[config.mk]
export PLATFORM = sky130hd
export DESIGN_NAME = drive_eval_sched
export DESIGN_NICKNAME = d
export VERILOG_FILES = /design/src/rtl/drive_eval_sched.sv
export SDC_FILE = /design/constraint.sdc
export NUM_CORES = 1
export LEC_CHECK = 0
export ABC_AREA = 1
export CORE_MARGIN = 1
export CORE_UTILIZATION = 35
export DETAILED_ROUTE_END_ITERATION = 10
export GPL_TIMING_DRIVEN = 1
export PLACE_DENSITY_LB_ADDON = 0.15
export SYNTH_ARGS = -nofsm -noshare
export SYNTH_HDL_FRONTEND = slang
export SYNTH_SLANG_ARGS = --single-unit
[constraint.sdc]
create_clock -name clk -period 5.8 [get_ports clk]
set_input_delay 1.16 -clock clk [delete_from_list [all_inputs] [get_ports clk]]
set_output_delay 1.16 -clock clk [all_outputs]
set_load 0.01 [all_outputs]
[src/rtl/drive_eval_sched.sv]
// drive_eval_sched: periodic/on-demand launcher and output conditioner for desiredDrive.
// Optional slew limiting of target_curr is enabled by defining SLEW_LIMIT_EN.
module drive_eval_sched #(
    parameter int PERIOD    = 1024,
    parameter int LAT       = 2,
    parameter int SLEW_STEP = 16
) (
    input  logic               clk,
    input  logic               rst,
    input  logic               en,
    input  logic               force_req,
    input  logic [11:0]        avg_torque_in,
    input  logic [4:0]         cadence_in,
    input  logic               not_pedaling_in,
    input  logic signed [12:0] incline_in,
    input  logic [2:0]         scale_in,
    output logic [11:0]        dd_avg_torque,
    output logic [4:0]         dd_cadence,
    output logic               dd_not_pedaling,
    output logic signed [12:0] dd_incline,
    output logic [2:0]         dd_scale,
    input  logic [11:0]        dd_target_curr,
    output logic [11:0]        target_curr,
    output logic               curr_vld,
    output logic               busy
);

    localparam int TW = (PERIOD > 1) ? $clog2(PERIOD) : 1;
    localparam int WW = $clog2(LAT + 1) + 1;
    localparam logic [TW-1:0] C_TMAX = TW'(PERIOD - 1);
    localparam logic [WW-1:0] C_LAT  = WW'(LAT);

    typedef enum logic {
        S_IDLE,
        S_WAIT
    } state_t;

    state_t        r_state;
    state_t        w_next;
    logic [TW-1:0] r_tmr;
    logic [WW-1:0] r_wcnt;
    logic          r_pend;
    logic          w_tick;
    logic          w_trig;
    logic          w_launch;
    logic          w_capture;
    logic [11:0]   w_slew;
    logic [11:0]   w_cond;

    assign w_tick = en && (r_tmr == C_TMAX);
    assign w_trig = en && (w_tick || force_req);
    assign busy   = (r_state == S_WAIT);

    always_ff @(posedge clk or posedge rst) begin
        if (rst) begin
            r_tmr <= '0;
        end else if (!en || r_tmr == C_TMAX) begin
            r_tmr <= '0;
        end else begin
            r_tmr <= r_tmr + 1'b1;
        end
    end

    always_ff @(posedge clk or posedge rst) begin
        if (rst) begin
            r_state <= S_IDLE;
        end else begin
            r_state <= w_next;
        end
    end

    // A held-over request launches on its own, even with en low.
    always_comb begin
        w_next    = r_state;
        w_launch  = 1'b0;
        w_capture = 1'b0;
        unique case (r_state)
            S_IDLE: begin
                if (w_trig || r_pend) begin
                    w_launch = 1'b1;
                    w_next   = S_WAIT;
                end
            end
            S_WAIT: begin
                if (r_wcnt == C_LAT) begin
                    w_capture = 1'b1;
                    w_next    = S_IDLE;
                end
            end
        endcase
    end

    always_ff @(posedge clk or posedge rst) begin
        if (rst) begin
            r_wcnt <= '0;
            r_pend <= 1'b0;
        end else begin
            if (w_launch) begin
                r_wcnt <= '0;
            end else if (r_state == S_WAIT && !w_capture) begin
                r_wcnt <= r_wcnt + 1'b1;
            end
            if (w_launch) begin
                r_pend <= 1'b0;
            end else if (r_state == S_WAIT && w_trig) begin
                r_pend <= 1'b1;
            end
        end
    end

    always_ff @(posedge clk or posedge rst) begin
        if (rst) begin
            dd_avg_torque   <= '0;
            dd_cadence      <= '0;
            dd_not_pedaling <= 1'b0;
            dd_incline      <= '0;
            dd_scale        <= '0;
        end else if (w_launch) begin
            dd_avg_torque   <= avg_torque_in;
            dd_cadence      <= cadence_in;
            dd_not_pedaling <= not_pedaling_in;
            dd_incline      <= incline_in;
            dd_scale        <= scale_in;
        end
    end

`ifdef SLEW_LIMIT_EN
    logic [12:0] w_cur13;
    logic [12:0] w_cap13;
    logic [12:0] w_step13;
    logic [12:0] w_up;
    logic [12:0] w_dn;
    logic [12:0] w_sub;

    assign w_cur13  = {1'b0, target_curr};
    assign w_cap13  = {1'b0, dd_target_curr};
    assign w_step13 = 13'(SLEW_STEP);
    assign w_up     = w_cur13 + w_step13;
    assign w_dn     = w_cap13 + w_step13;
    assign w_sub    = w_cur13 - w_step13;

    // Step toward the capture, landing exactly on it once within one step.
    always_comb begin
        w_slew = dd_target_curr;
        if (w_cap13 > w_cur13) begin
            if (w_up < w_cap13) begin
                w_slew = w_up[11:0];
            end
        end else if (w_cur13 > w_dn) begin
            w_slew = w_sub[11:0];
        end
    end
`else
    assign w_slew = dd_target_curr;
`endif

    assign w_cond = dd_not_pedaling ? 12'd0 : w_slew;

    always_ff @(posedge clk or posedge rst) begin
        if (rst) begin
            target_curr <= '0;
            curr_vld    <= 1'b0;
        end else begin
            curr_vld <= w_capture;
            if (w_capture) begin
                target_curr <= w_cond;
            end
        end
    end

endmodule
==> results.md <==
| Parameter | Value | Unit |
|---|---|---|
| Result of the run | finished, final reports clean | - |
| Type of the tightest min-delay check | reg -> reg | - |
| Worst Path Arrival | 1.22 | ns |
| # IOs | 98 | - |
| Slowest cell on the critical path | sky130_fd_sc_hd__clkdlybuf4s50_1 | - |
| Cell taking the most area after synthesis | sky130_fd_sc_hd__dfrtp_1 | - |
| Crit path max-delay family | buffers and inverters | - |
| Cell with the most instances after synthesis | sky130_fd_sc_hd__nand2_1 | - |
| Unrepaired setup endpoints after global routing | false | - |
| Power density relative to cell area | 464 | nW/µm² |
| Vias in the first global route | 1,978 | - |
| Post-Syn Nets | 335 | - |
| Number of antenna violations at the first check in global routing | 0 | - |
| Sequential cell area | 1550 | µm² |
| Clock tree from TritonCTS | built | - |
| Syn-to-layout area delta | 46.7 | % |
| Largest incremental delay on the critical path | 0.57 | ns |
| WP buf/inv | 1 | - |
| Minimum period implied by the final worst setup slack | 2.38 | ns |
| Prevailing post-synth register cell | sky130_fd_sc_hd__dfrtp_1 | - |
| Launch point of the worst reg-to-reg path | r_tmr[0] | - |
| Clk slew on worst S/H paths | 0.06 | ns |
| CTS buffer count | 9 | - |
| Drt first-iter violations | 116 | - |
| Number of hold violations in the final report | 0 | - |
| Per-cell via count in the routed design | 4.24 | - |
| Required time of the critical path | 4.64 | ns |
| Placed cells | 468 | - |
| Number of antenna-violating nets in the routed design | 0 | - |
| Postcts setup bufs | 0 | - |
| First element of the critical path | target_curr[11] | - |
| Capture instance of the worst register-to-register path | dd_avg_torque[5] | - |
| Gate count of the mapped netlist | 282 | - |
| Reg2Reg Setup Slack | 3.94 | ns |
| Cell count of the worst hold path | 1 | - |
| Number of input and output port buffers inserted | 97 | - |
| Worst-path cell chain | clkdlybuf4s50_1 | - |
| Pwr Total | 1.74 | mW |
| CP endpoint kind | output pin | - |
| Largest net degree at the start of global routing | 63 | - |
| Detailed-route wire length | 5310 | µm |
| Period utilisation layout | 41.1 | % |
| Post-cts hold buffer count | 0 | - |
| Worst min-delay path endpoint | r_tmr[0] | - |
| Iteration count of the initial detailed-routing pass | 4 | - |
| Total core area | 6910 | µm² |
| Die width | 87.4 | µm |
| Num rows | 30 | - |
| Clock sink count | 62 | - |
| Clk Tree Root Cell | sky130_fd_sc_hd__clkbuf_8 | - |
| Critical Path Fanout Max | 2 | - |
| H-tree Lvls | 3 | - |
| Filler Cells Inserted | 677 | - |
| Post-synth EDFFs | 0 | - |
| Fin Clk Skew | 0.00620 | ns |
| Source-to-sink clock delay at the later pin of the worst-skew pair | 0.31 | ns |
| Wire length of the first global-routing pass | 8870 | µm |
| Type of origin of the critical path | flop | - |
| Layout cells sized above 1 | 6.96 | % |
| Number of diodes | 0 | - |
| Count of yosys warnings during synthesis | 0 | - |
| Max Root-Sink Buffers | 2 | - |
| Final number of setup-violating endpoints | 0 | - |
| Maximum VDD drop | 0.000180 | V |
| Half-perimeter wire length after detailed placement | 3610 | µm |
| Starting utilization of the core area | 37.0 | % |
| Final max-slew violation count | 0 | - |
| Number of nets in the finished design | 436 | - |
| Height of the die | 87.4 | µm |
| Resize count post-CTS | 0 | - |
| Filler-free cell count of the finished design | 484 | - |
| Avg Cell Area, Syn | 9.06 | µm² |
| Hold path startpoint | r_tmr[0] | - |
| Max Cap Viol | 0 | - |
| Portion of the post-synthesis area used by sequential elements | 60.7 | % |
| Cell area after technology mapping | 2550 | µm² |
| Routed len/inst | 11.0 | µm |
| FFs w/ async S/R, synth | 100 | % |
| Total of flip-flops plus latches after synthesis | 62 | - |
| Sum of negative setup slack | 0 | ns |
| Slew at the pin closest to its max-slew limit | 0.763 | ns |
| Total global routing overflow | 0 | - |
| Number of distinct library cell variants in the gate-level netlist after synthesis | 23 | - |
| Area contributors post-synth | sky130_fd_sc_hd__dfrtp_1 61%, sky130_fd_sc_hd__nand2_1 18%, sky130_fd_sc_hd__inv_1 4.0% | - |
| Final RePlAce weighted congestion | 0.677 | - |
| R2r worst-path depth | 11 | - |
| Top cells by count, synth | 120 x sky130_fd_sc_hd__nand2_1, 62 x sky130_fd_sc_hd__dfrtp_1, 27 x sky130_fd_sc_hd__inv_1 | - |
| Worst hold slack | 0.468 | ns |
| Die area | 7650 | µm² |
| Fmax | 420 | MHz |
| Total number of vias | 2,054 | - |
| Total leakage power | 1.81 | nW |
| Overall track demand over capacity in global routing | 15.1 | % |
| DRC | 0 | - |
| Fraction of post-synthesis cell area in the top cell type by area | 60.7 | % |
| Multi-input gate area in the final layout | 811 | µm² |
| Crit Path Class | reg -> out | - |
| Headroom to the max-slew limit | 49.2 | % |
==> worst max path at each step <==
stage	end	slack, ns	depth (start not counted)
3_5_place_dp	dd_avg_torque[5]	3.13	9
3_3_place_gp	dd_cadence[1]	3.16	9
4_1_cts	dd_not_pedaling	3.39	1
5_1_grt	dd_avg_torque[6]	3.29	9
2_1_floorplan	busy	3.10	1
6_report	target_curr[11]	3.42	1
==> state kept, by name (all words and copies together), names as in the netlist <==
register / flops
dd_incline: 13
dd_avg_torque: 12
target_curr: 12
r_tmr: 10
dd_cadence: 5
dd_scale: 3
r_wcnt: 3
busy: 1
curr_vld: 1
dd_not_pedaling: 1
r_pend: 1
==> power breakdown <==
group          internal (mW)  switching [mW]
clock network          0.163           0.149
registers              0.602          0.0887
logic                  0.387           0.349
==> cells by family (layout without fill, tap and decap cells) <==
| family | after synthesis | after routing | synth area share [%] |
|---|---|---|---|
| and+or+nand+nor | 159 | 159 | 25.9 |
| DFF | 62 | 62 | 60.7 |
| buffers and inverters | 38 | 144 | 7.74 |
| AOI/OAI and AO/OA | 19 | 19 | 3.87 |
| adders and majority gates | 3 | 3 | 1.47 |
| xor gates and xnor gates | 1 | 1 | 0.343 |
==> routing by layer <==
layer	routed length [µm]	up-vias	GRT usage (%)
met2	2410	68	24.3
met4	47	0	5.81
met1	2490	911	19.8
met5	0	-	0
met3	359	4	3.70
li1	-	1071	-
==> metrics by stage <==
stage	setup slack, ns	instance area (µm²)	util, %
after detailed placement	3.13	3580	51.9
after global routing	3.29	3750	54.3
after floorplan	3.10	2550	-
after global placement	3.16	3580	51.9
after CTS	3.39	3750	54.3
final	3.42	3750	54.3
==> cell type report <==
class                      count  share of cell area (%)
multi-input combinational    182                    21.6
tap                           96                    3.20
inverter                      28                    2.84
clock inverter                 5                   0.668
clock buffer                  11                    3.77
timing repair buffer         100                    26.5
sequential                    62                    41.4
==> cells in the final DEF (no fill, tap or decap) <==
master	n
sky130_fd_sc_hd__and3_1	1
sky130_fd_sc_hd__nor2_4	1
sky130_fd_sc_hd__inv_2	1
sky130_fd_sc_hd__clkbuf_8	10
sky130_fd_sc_hd__clkbuf_1	1
sky130_fd_sc_hd__xnor2_1	1
sky130_fd_sc_hd__nand3_2	1
sky130_fd_sc_hd__ha_1	3
sky130_fd_sc_hd__buf_4	3
sky130_fd_sc_hd__nor4_1	1
sky130_fd_sc_hd__or2_2	1
sky130_fd_sc_hd__clkdlybuf4s50_1	97
sky130_fd_sc_hd__o21ai_0	13
sky130_fd_sc_hd__a31o_2	1
sky130_fd_sc_hd__nor3_1	3
sky130_fd_sc_hd__nor3_2	1
sky130_fd_sc_hd__a21oi_1	5
sky130_fd_sc_hd__dfrtp_1	62
sky130_fd_sc_hd__nor3b_1	3
sky130_fd_sc_hd__nor2_1	8
sky130_fd_sc_hd__nand2_2	1
sky130_fd_sc_hd__nand3_1	17
sky130_fd_sc_hd__nor2_2	1
sky130_fd_sc_hd__nand2_1	120
sky130_fd_sc_hd__inv_1	26
sky130_fd_sc_hd__clkinv_2	6
(Power assumes the default switching activity.)
